$ cat config.mk
export PLATFORM = sky130hd
export DESIGN_NAME = captura_jugada_flat
export DESIGN_NICKNAME = d
export VERILOG_FILES = /design/src/rtl/captura_jugada_if.sv /design/src/rtl/captura_jugada.sv /design/src/flat_wrapper.sv
export SDC_FILE = /design/constraint.sdc
export NUM_CORES = 1
export LEC_CHECK = 0
export ABC_CLOCK_PERIOD_IN_PS = 1700
export CAP_MARGIN = 20
export CORE_MARGIN = 1
export CORE_UTILIZATION = 44
export DETAILED_ROUTE_END_ITERATION = 7
export GPL_TIMING_DRIVEN = 0
export MAX_ROUTING_LAYER = met4
export PLACE_DENSITY = 0.74
export SETUP_SLACK_MARGIN = 0.4
export SYNTH_ARGS = -nofsm -noshare
export SYNTH_HDL_FRONTEND = slang
export SYNTH_SLANG_ARGS = --single-unit
$ cat constraint.sdc
create_clock -name clk -period 1.7 [get_ports clk]
set_input_delay 0.255 -clock clk [delete_from_list [all_inputs] [get_ports clk]]
set_output_delay 0.255 -clock clk [all_outputs]
set_load 0.01 [all_outputs]
$ cat src/rtl/captura_jugada_if.sv
// Bundles the button levels and the move/board outputs of the move-capture stage.
// jugada_valida is a one-cycle strobe with no backpressure: the consumer samples jugada whenever it is high.
interface captura_jugada_if;
  logic       btn_izq;
  logic       btn_der;
  logic       btn_ok;
  logic       nuevo_juego;
  logic [5:0] jugada;
  logic       jugada_valida;
  logic       ocupada;
  logic [3:0] cursor;
  logic       turno;
  logic [8:0] tablero_x;
  logic [8:0] tablero_o;
  logic       lleno;
  logic [1:0] estado;

  modport master (
    input  btn_izq, btn_der, btn_ok, nuevo_juego,
    output jugada, jugada_valida, ocupada, cursor, turno,
           tablero_x, tablero_o, lleno, estado
  );

  modport slave (
    output btn_izq, btn_der, btn_ok, nuevo_juego,
    input  jugada, jugada_valida, ocupada, cursor, turno,
           tablero_x, tablero_o, lleno, estado
  );
endinterface

$ cat src/rtl/captura_jugada.sv
// Move-capture stage for tic-tac-toe: turns button levels into cursor moves and 6-bit move words.
// Tracks turn and board occupancy; halts in FIN once all nine cells are taken.
module captura_jugada #(
  parameter logic [1:0] CODIGO_X      = 2'b01,
  parameter logic [1:0] CODIGO_O      = 2'b10,
  parameter logic [3:0] CELDA_INICIAL = 4'd4
) (
  input  logic              clk,
  input  logic              reset,
  captura_jugada_if.master  bus
);

  typedef enum logic [1:0] {
    ESPERA = 2'd0,
    EMITE  = 2'd1,
    FIN    = 2'd2
  } estado_t;

  estado_t    r_estado;
  logic       r_prev_izq;
  logic       r_prev_der;
  logic       r_prev_ok;
  logic [3:0] r_cursor;
  logic       r_turno;
  logic [8:0] r_tab_x;
  logic [8:0] r_tab_o;
  logic [5:0] r_jugada;
  logic       r_valida;
  logic       r_ocupada;
  logic       r_lleno;

  logic       w_rise_izq;
  logic       w_rise_der;
  logic       w_rise_ok;
  logic       w_celda_ocupada;
  logic [8:0] w_mascara;
  logic [3:0] w_cursor_mas;
  logic [3:0] w_cursor_menos;
  logic       w_tablero_lleno;

  assign w_rise_izq      = bus.btn_izq & ~r_prev_izq;
  assign w_rise_der      = bus.btn_der & ~r_prev_der;
  assign w_rise_ok       = bus.btn_ok  & ~r_prev_ok;
  assign w_celda_ocupada = r_tab_x[r_cursor] | r_tab_o[r_cursor];
  assign w_mascara       = 9'd1 << r_cursor;
  assign w_cursor_mas    = (r_cursor == 4'd8) ? 4'd0 : r_cursor + 4'd1;
  assign w_cursor_menos  = (r_cursor == 4'd0) ? 4'd8 : r_cursor - 4'd1;
  // The board bit for the move being emitted is already set while in EMITE.
  assign w_tablero_lleno = &(r_tab_x | r_tab_o);

  always_ff @(posedge clk) begin
    if (reset || bus.nuevo_juego) begin
      r_estado   <= ESPERA;
      r_prev_izq <= 1'b0;
      r_prev_der <= 1'b0;
      r_prev_ok  <= 1'b0;
      r_cursor   <= CELDA_INICIAL;
      r_turno    <= 1'b0;
      r_tab_x    <= 9'd0;
      r_tab_o    <= 9'd0;
      r_jugada   <= 6'd0;
      r_valida   <= 1'b0;
      r_ocupada  <= 1'b0;
      r_lleno    <= 1'b0;
    end else begin
      // Edge history keeps tracking in every state so a button held through EMITE/FIN does not fire later.
      r_prev_izq <= bus.btn_izq;
      r_prev_der <= bus.btn_der;
      r_prev_ok  <= bus.btn_ok;
      r_valida   <= 1'b0;
      r_ocupada  <= 1'b0;
      case (r_estado)
        ESPERA: begin
          if (w_rise_ok) begin
            if (w_celda_ocupada) begin
              r_ocupada <= 1'b1;
            end else begin
              r_jugada <= {(r_turno ? CODIGO_O : CODIGO_X), r_cursor};
              if (r_turno) r_tab_o <= r_tab_o | w_mascara;
              else         r_tab_x <= r_tab_x | w_mascara;
              r_valida <= 1'b1;
              r_estado <= EMITE;
            end
          end else if (w_rise_der && !w_rise_izq) begin
            r_cursor <= w_cursor_mas;
          end else if (w_rise_izq && !w_rise_der) begin
            r_cursor <= w_cursor_menos;
          end
        end
        EMITE: begin
          r_turno <= ~r_turno;
          if (w_tablero_lleno) begin
            r_estado <= FIN;
            r_lleno  <= 1'b1;
          end else begin
            r_estado <= ESPERA;
          end
        end
        FIN: begin
          r_estado <= FIN;
        end
        default: r_estado <= ESPERA;
      endcase
    end
  end

  assign bus.jugada        = r_jugada;
  assign bus.jugada_valida = r_valida;
  assign bus.ocupada       = r_ocupada;
  assign bus.cursor        = r_cursor;
  assign bus.turno         = r_turno;
  assign bus.tablero_x     = r_tab_x;
  assign bus.tablero_o     = r_tab_o;
  assign bus.lleno         = r_lleno;
  assign bus.estado        = r_estado;

endmodule

$ cat src/flat_wrapper.sv
// flat-port wrapper written by rule: the top's interface ports become plain ports
module captura_jugada_flat 
#(
  parameter logic [1:0] CODIGO_X      = 2'b01,
  parameter logic [1:0] CODIGO_O      = 2'b10,
  parameter logic [3:0] CELDA_INICIAL = 4'd4
)
  (clk, reset, bus_btn_izq, bus_btn_der, bus_btn_ok, bus_nuevo_juego, bus_jugada, bus_jugada_valida, bus_ocupada, bus_cursor, bus_turno, bus_tablero_x, bus_tablero_o, bus_lleno, bus_estado);
  captura_jugada_if bus_i ();
  input  logic clk;
  input  logic reset;
  input wire logic [$bits(bus_i.btn_izq)-1:0] bus_btn_izq;
  input wire logic [$bits(bus_i.btn_der)-1:0] bus_btn_der;
  input wire logic [$bits(bus_i.btn_ok)-1:0] bus_btn_ok;
  input wire logic [$bits(bus_i.nuevo_juego)-1:0] bus_nuevo_juego;
  output wire logic [$bits(bus_i.jugada)-1:0] bus_jugada;
  output wire logic [$bits(bus_i.jugada_valida)-1:0] bus_jugada_valida;
  output wire logic [$bits(bus_i.ocupada)-1:0] bus_ocupada;
  output wire logic [$bits(bus_i.cursor)-1:0] bus_cursor;
  output wire logic [$bits(bus_i.turno)-1:0] bus_turno;
  output wire logic [$bits(bus_i.tablero_x)-1:0] bus_tablero_x;
  output wire logic [$bits(bus_i.tablero_o)-1:0] bus_tablero_o;
  output wire logic [$bits(bus_i.lleno)-1:0] bus_lleno;
  output wire logic [$bits(bus_i.estado)-1:0] bus_estado;
  assign bus_i.btn_izq = bus_btn_izq;
  assign bus_i.btn_der = bus_btn_der;
  assign bus_i.btn_ok = bus_btn_ok;
  assign bus_i.nuevo_juego = bus_nuevo_juego;
  assign bus_jugada = bus_i.jugada;
  assign bus_jugada_valida = bus_i.jugada_valida;
  assign bus_ocupada = bus_i.ocupada;
  assign bus_cursor = bus_i.cursor;
  assign bus_turno = bus_i.turno;
  assign bus_tablero_x = bus_i.tablero_x;
  assign bus_tablero_o = bus_i.tablero_o;
  assign bus_lleno = bus_i.lleno;
  assign bus_estado = bus_i.estado;
  captura_jugada #(.CODIGO_X(CODIGO_X), .CODIGO_O(CODIGO_O), .CELDA_INICIAL(CELDA_INICIAL)) u_core (.clk(clk), .reset(reset), .bus(bus_i));
endmodule
==> impl_metrics.toml, run 1 <==
[outcome]
status = "finished, violations left"
violations = "negative setup slack"

[sta]
min_period_ns = 1.90
setup_viol = 27
layout_setup_ws_ns = -0.196
fin_skew_ns = 0.00936
post-route-period-util_pct = 112
worst_pin_slew_ns = 0.504
maxSlewViolCount = 0
max_freq_mhz = 528
hold_viol = 0
slew_headroom_pct = 66.4
rsz0062_at_grt = "yes"

[power]
leakage_nw = 1.18
vdd_ir_drop_max_mv = 0.604
power_density_nw_per_um2 = 702

[clocking]
cts_root_buf = "clkbuf_8"
cts_buffers = 5
h-tree-depth = 2
cts_tree = "done"
cts_sinks = 37
insertion_delay_ns = 0.29
holdBufCountCts = 0
clock_path_buffers = 2
cts.clk_slew.worst_paths_ns = 0.08

[place]
dp_hpwl_um = 3360
gp_congestion = 0.919
post_dp_cell_area_um2 = 2260
numPortBuffers = 39

[yosys]
ys_seq_area_share_pct = 42.3
synthArstFlopShare_pct = 0
synth_ff_type = "dfxtp_1"
ys_seq_elements = 37
synth_fp_nets = 211
synth.avg_cell_area_um2 = 8.89
yosysWarnings = 0
synthCells = 197
synth_area_um2 = 1750
synth_edf_count = 0
ys_types = 41

[global_routing]
antenna_found_initial = 0
grt_first_pass_wirelength_um = 8180
grt-ovfl-total = 0
grt_max_degree = 13
grt_pass1_vias = 1723
grt_usage_pct = 26.5

[layout]
finalNetCount = 279
area_growth_pct = 60.1
final_util_pct = 74.9
layout-drive-gt1-share_pct = 36.5
design_area_um2 = 2800
n_antenna_cell = 0

[route]
num_vias = 1861
wire_per_inst_um = 18.1
dr.pass1.iters = 4
drc = 0
drtIter0Drc = 109
antenna_left = 0
routed_wl_um = 5680
viasPerCell = 5.93

[floorplan]
core_um2 = 3740
dieArea_um2 = 4240
die_y_um = 65.1
dieWidth_um = 65.1
rows = 22
start_util_pct = 46.8
io_pins = 40

[hold_path]
hold_class = "input port to flop"

[worst_setup_path]
start_kind = "flop"
path_class = "flop to flop"
cp.required_ns = 1.89
crit_arrival_ns = 2.09
cp_cell_sequence = "inv_4 -> mux4_2 -> a221oi_4 -> nor2_4 -> buf_4 -> a32o_1"
crit_slowest_cell = "mux4_2"
max_stage_delay_ns = 0.54
endpoint_kind = "flop"
cp_max_fo = 5

[flow_run]
cap_violations = 0
## synth_stat cells, drive strengths merged, types with 3 or more instances
cell	number	area share [%]
a21oi	11	3.1
nand4	6	2.1
buf	5	1.6
clkbuf	7	1.5
a32o	11	6.3
nand3	6	1.7
nor4	3	1.1
inv	7	1.5
or2	3	1.1
dfxtp	37	42
nand2	13	2.9
nor2	23	5.1
nor2b	4	1.4
o21ai	14	4.0
and2	6	2.1
nand2b	5	1.8
ha	8	5.7
nor3	6	1.7
## repair_timing
item	CTS	global route
buffers inserted	10	10
gates resized for setup	89	31
pin swaps	16	17
endpoints found under the setup margin	71	40
cloned	2	0
## per-stage QoR
stage	hold slack [ns]	setup TNS [ns]	setup WS, ns	power (W)	instances
global route	0.344	-4.94	-0.259	0.00202	314
floorplan	0.377	-1.49	-0.118	0.00110	197
finish	0.305	-3.70	-0.196	0.00197	314
CTS	0.305	-3.24	-0.198	0.00188	304
detailed placement	0.443	-16.47	-0.723	0.00118	284
global placement	0.437	-16.47	-0.715	0.00118	284
## final timing paths
check / endpoint / cells past startpoint / slack, ns / from
max: u_core.bus.tablero_o[8] / 6 / -0.20 / u_core.bus.cursor[0]
min: u_core.r_prev_der / 2 / 0.31 / bus_btn_der
min reg2reg: u_core.bus.jugada[4] / 2 / 0.45 / u_core.bus.jugada[4]
max reg2reg: u_core.bus.tablero_o[8] / 6 / -0.20 / u_core.bus.cursor[0]
## worst max-delay path, delay by kind of cell (launching register included)
kind | cells | cell delay, ns
AOI/OAI and AO/OA | 2 | 0.56
muxes | 1 | 0.54
DFF | 1 | 0.37
buffers and inverters | 2 | 0.23
and+or+nand+nor | 1 | 0.10
## cell type report
cell class                 count  area (um2)
multi-input combinational    142        1210
fill                         261         940
timing repair buffer          60         549
buffer                        12        96.3
clock buffer                   5        68.8
inverter                       7        41.3
sequential                    37         759
tap                           48        60.1
clock inverter                 3        16.3
## flip-flops by register name (all words and copies together) (netlist names)
name                      cells
u_core.bus.lleno              1
u_core.r_prev_izq             1
u_core.r_prev_der             1
u_core.bus.cursor             4
u_core.bus.turno              1
u_core.r_prev_ok              1
u_core.bus.jugada_valida      1
u_core.bus.ocupada            1
u_core.bus.jugada             6
u_core.bus.tablero_x          9
u_core.bus.tablero_o          9
u_core.bus.estado             2
## metal layers
metal / track usage, % / vias up / share of wire [%]
met5: - / - / 0
met4: 13.6 / 0 / 3.0
met3: 5.56 / 22 / 6.3
met2: 42.3 / 77 / 49
met1: 31.7 / 899 / 41
li1: - / 863 / -
## kinds of logic (layout without fill, tap and decap cells)
group / Yosys count / after routing / synth area share [%]
simple gates: 80 / 81 / 23.4
compound gates: 50 / 50 / 21.6
flops: 37 / 37 / 42.3
buf+inv: 19 / 87 / 4.64
fa+ha+maj: 8 / 8 / 5.71
mux: 2 / 2 / 1.86
xor+xnor: 1 / 1 / 0.500
## placed cells by master (no fill, tap or decap), types with 6 or more instances in the layout
cell and n:
nand2_1 11, buf_4 15, a21oi_1 8, a32o_1 11
nand4_1 6, dlygate4sd2_1 31, dfxtp_1 30, nor2_1 19
buf_6 9
## power breakdown
part	total [W]	internal [W]	switching [W]	leakage [nW]
logic	0.000451	0.000206	0.000245	0.830
clock network	0.000623	0.000284	0.000338	0.0482
registers	0.000895	0.000879	0.0000152	0.303
total	0.00197	0.00137	0.000599	1.18
No activity file was read; power rests on OpenSTA's default activity.
==> run 2, diff against run 1 <==
--- a/config.mk
+++ b/config.mk
@@ -10,7 +10,6 @@
 export CORE_MARGIN = 1
 export CORE_UTILIZATION = 44
 export DETAILED_ROUTE_END_ITERATION = 7
-export GPL_TIMING_DRIVEN = 0
 export MAX_ROUTING_LAYER = met4
 export PLACE_DENSITY = 0.74
 export SETUP_SLACK_MARGIN = 0.4
==> impl_metrics.toml, run 2 (synthesis gave the netlist of run 1 again) <==
[outcome]
status = "finished, violations left"
violations = "negative setup slack"

[route]
drtIter0Drc = 195
drc = 0
viasPerCell = 5.83
num_vias = 2017
dr.pass1.iters = 4
wire_per_inst_um = 18.4
antenna_left = 0
routed_wl_um = 6370

[place]
dp.cells = 314
dp_hpwl_um = 3510
post_dp_cell_area_um2 = 2520
gp_congestion = 0.902
numPortBuffers = 39

[worst_setup_path]
path_buf_inv = 2
rrSetupSlack_ns = -0.20
crit_slowest_cell = "mux4_2"
max_stage_delay_ns = 0.54
r2r-start = "u_core.bus.cursor[0]"
cp_max_fo = 13
cp_cell_sequence = "inv_4 -> mux4_2 -> a221oi_4 -> nor2_2 -> buf_12 -> a32o_1"
endpoint_kind = "flop"
start_kind = "flop"
crit_arrival_ns = 2.09
startpoint = "u_core.bus.cursor[0]"
path_class = "flop to flop"
cp.required_ns = 1.89
cp_top_family = "compound AO/OA/AOI/OAI gates"

[power]
p_total_w = 0.00206
clockPowerShare_pct = 33.2
leakage_nw = 1.33
p_int_w = 0.00148
vdd_ir_drop_max_mv = 0.498
combPwrFrac_pct = 23.5
swShare_pct = 28.2
pwr-share-seq_pct = 43.3
switchingPower_w = 0.000581
power_density_nw_per_um2 = 674

[layout]
final_cell_mix = "buf_4 (53), dfxtp_1 (31), dlygate4sd2_1 (30), nor2_1 (17)"
n_antenna_cell = 0
instances_no_fill = 346
design_area_um2 = 3060
area_growth_pct = 74.5
layout-drive-gt1-share_pct = 45.6
finalNetCount = 311
final_common_cell = "buf_4"

[clocking]
cts_tree = "done"
cts_buffers = 5
insertion_delay_ns = 0.29
cts_sinks = 37
clock_path_buffers = 2
cts.clk_slew.worst_paths_ns = 0.07
h-tree-depth = 2
cts_root_buf = "clkbuf_8"

[global_routing]
grt_pass1_vias = 1796
grt-ovfl-total = 0
grt_first_pass_wirelength_um = 8800
antenna_found_initial = 0
grt_usage_pct = 28.3
grt_max_degree = 18

[hold_path]
hold_class = "input port to flop"
hold_start = "bus_btn_der"

[sta]
setup_viol = 28
post-route-period-util_pct = 112
min_period_ns = 1.90
layout_setup_ws_ns = -0.203
hold_viol = 0
max_freq_mhz = 525
worst_pin_slew_ns = 0.291
rsz0062_at_grt = "yes"
maxSlewViolCount = 0
fin_skew_ns = 0.00710
slew_headroom_pct = 80.5
finalSetupTns_ns = -3.29

[floorplan]
io_pins = 40
core_um2 = 3740
start_util_pct = 46.8
rows = 22
dieArea_um2 = 4240
die_y_um = 65.1
dieWidth_um = 65.1

[flow_run]
cap_violations = 0
## run 2: cell types whose count changed in the layout (fill, tap and decap cells not counted), sizes merged
cell	before	now
buf	26	67
clkbuf	12	7
clkdlybuf4s15	3	5
dlygate4sd2	31	30
dlymetal6s2s	2	0
inv	8	6
nand2	14	13
## run 2: path summary, 6_finish.rpt
check | depth (start not counted) | to
hold reg to reg | 2 | u_core.bus.jugada[4]
hold / removal | 2 | u_core.r_prev_der
setup reg to reg | 6 | u_core.bus.tablero_o[7]
setup / recovery | 6 | u_core.bus.tablero_o[7]
## run 2: cell type report
| type | count | area [um2] |
|---|---|---|
| Clock buffer | 7 | 96.3 |
| Clock inverter | 1 | 5.00 |
| Fill cell | 221 | 687 |
| Inverter | 7 | 41.3 |
| Multi-Input combinational cell | 141 | 1170 |
| Sequential cell | 37 | 756 |
| Tap cell | 48 | 60.1 |
| Timing Repair Buffer | 105 | 926 |
## run 2: repair_timing
action	in CTS	in global routing
buffers inserted	11	12
resized for setup	92	25
setup endpoints to repair	65	38
gates cloned	0	1
pin swaps	14	16
hold buffers	0	0
## run 2: power by group through the flow
stage,sequential [W],combinational (W),clock [W]
2_1_floorplan,0.000921,0.000174,0
3_3_place_gp,0.000911,0.000326,0
3_5_place_dp,0.000911,0.000330,0
4_1_cts,0.000892,0.000395,0.000676
5_1_grt,0.000894,0.000508,0.000717
6_report,0.000893,0.000484,0.000684
## run 2: worst reg2reg max path: stages (launching register included)
cell	delay (ns)
dfxtp_4	0.36
inv_4	0.06
mux4_2	0.54
a221oi_4	0.35
nor2_2	0.08
buf_12	0.15
a32o_1	0.25
## run 2: through the flow
stage	hold slack [ns]	worst slack [ns]	util (%)
after global routing	0.338	-0.245	81.7
after floorplan	0.377	-0.118	-
after global placement	0.437	-0.190	67.3
after CTS	0.305	-0.148	75.8
after detailed placement	0.439	-0.254	67.3
final	0.305	-0.203	81.7
## run 2: routing by layer
metal  GRT usage, %  wire length (um)
met5              -                 0
met4           13.0               202
met3           4.51               323
met2           46.9              3310
met1           33.8              2530
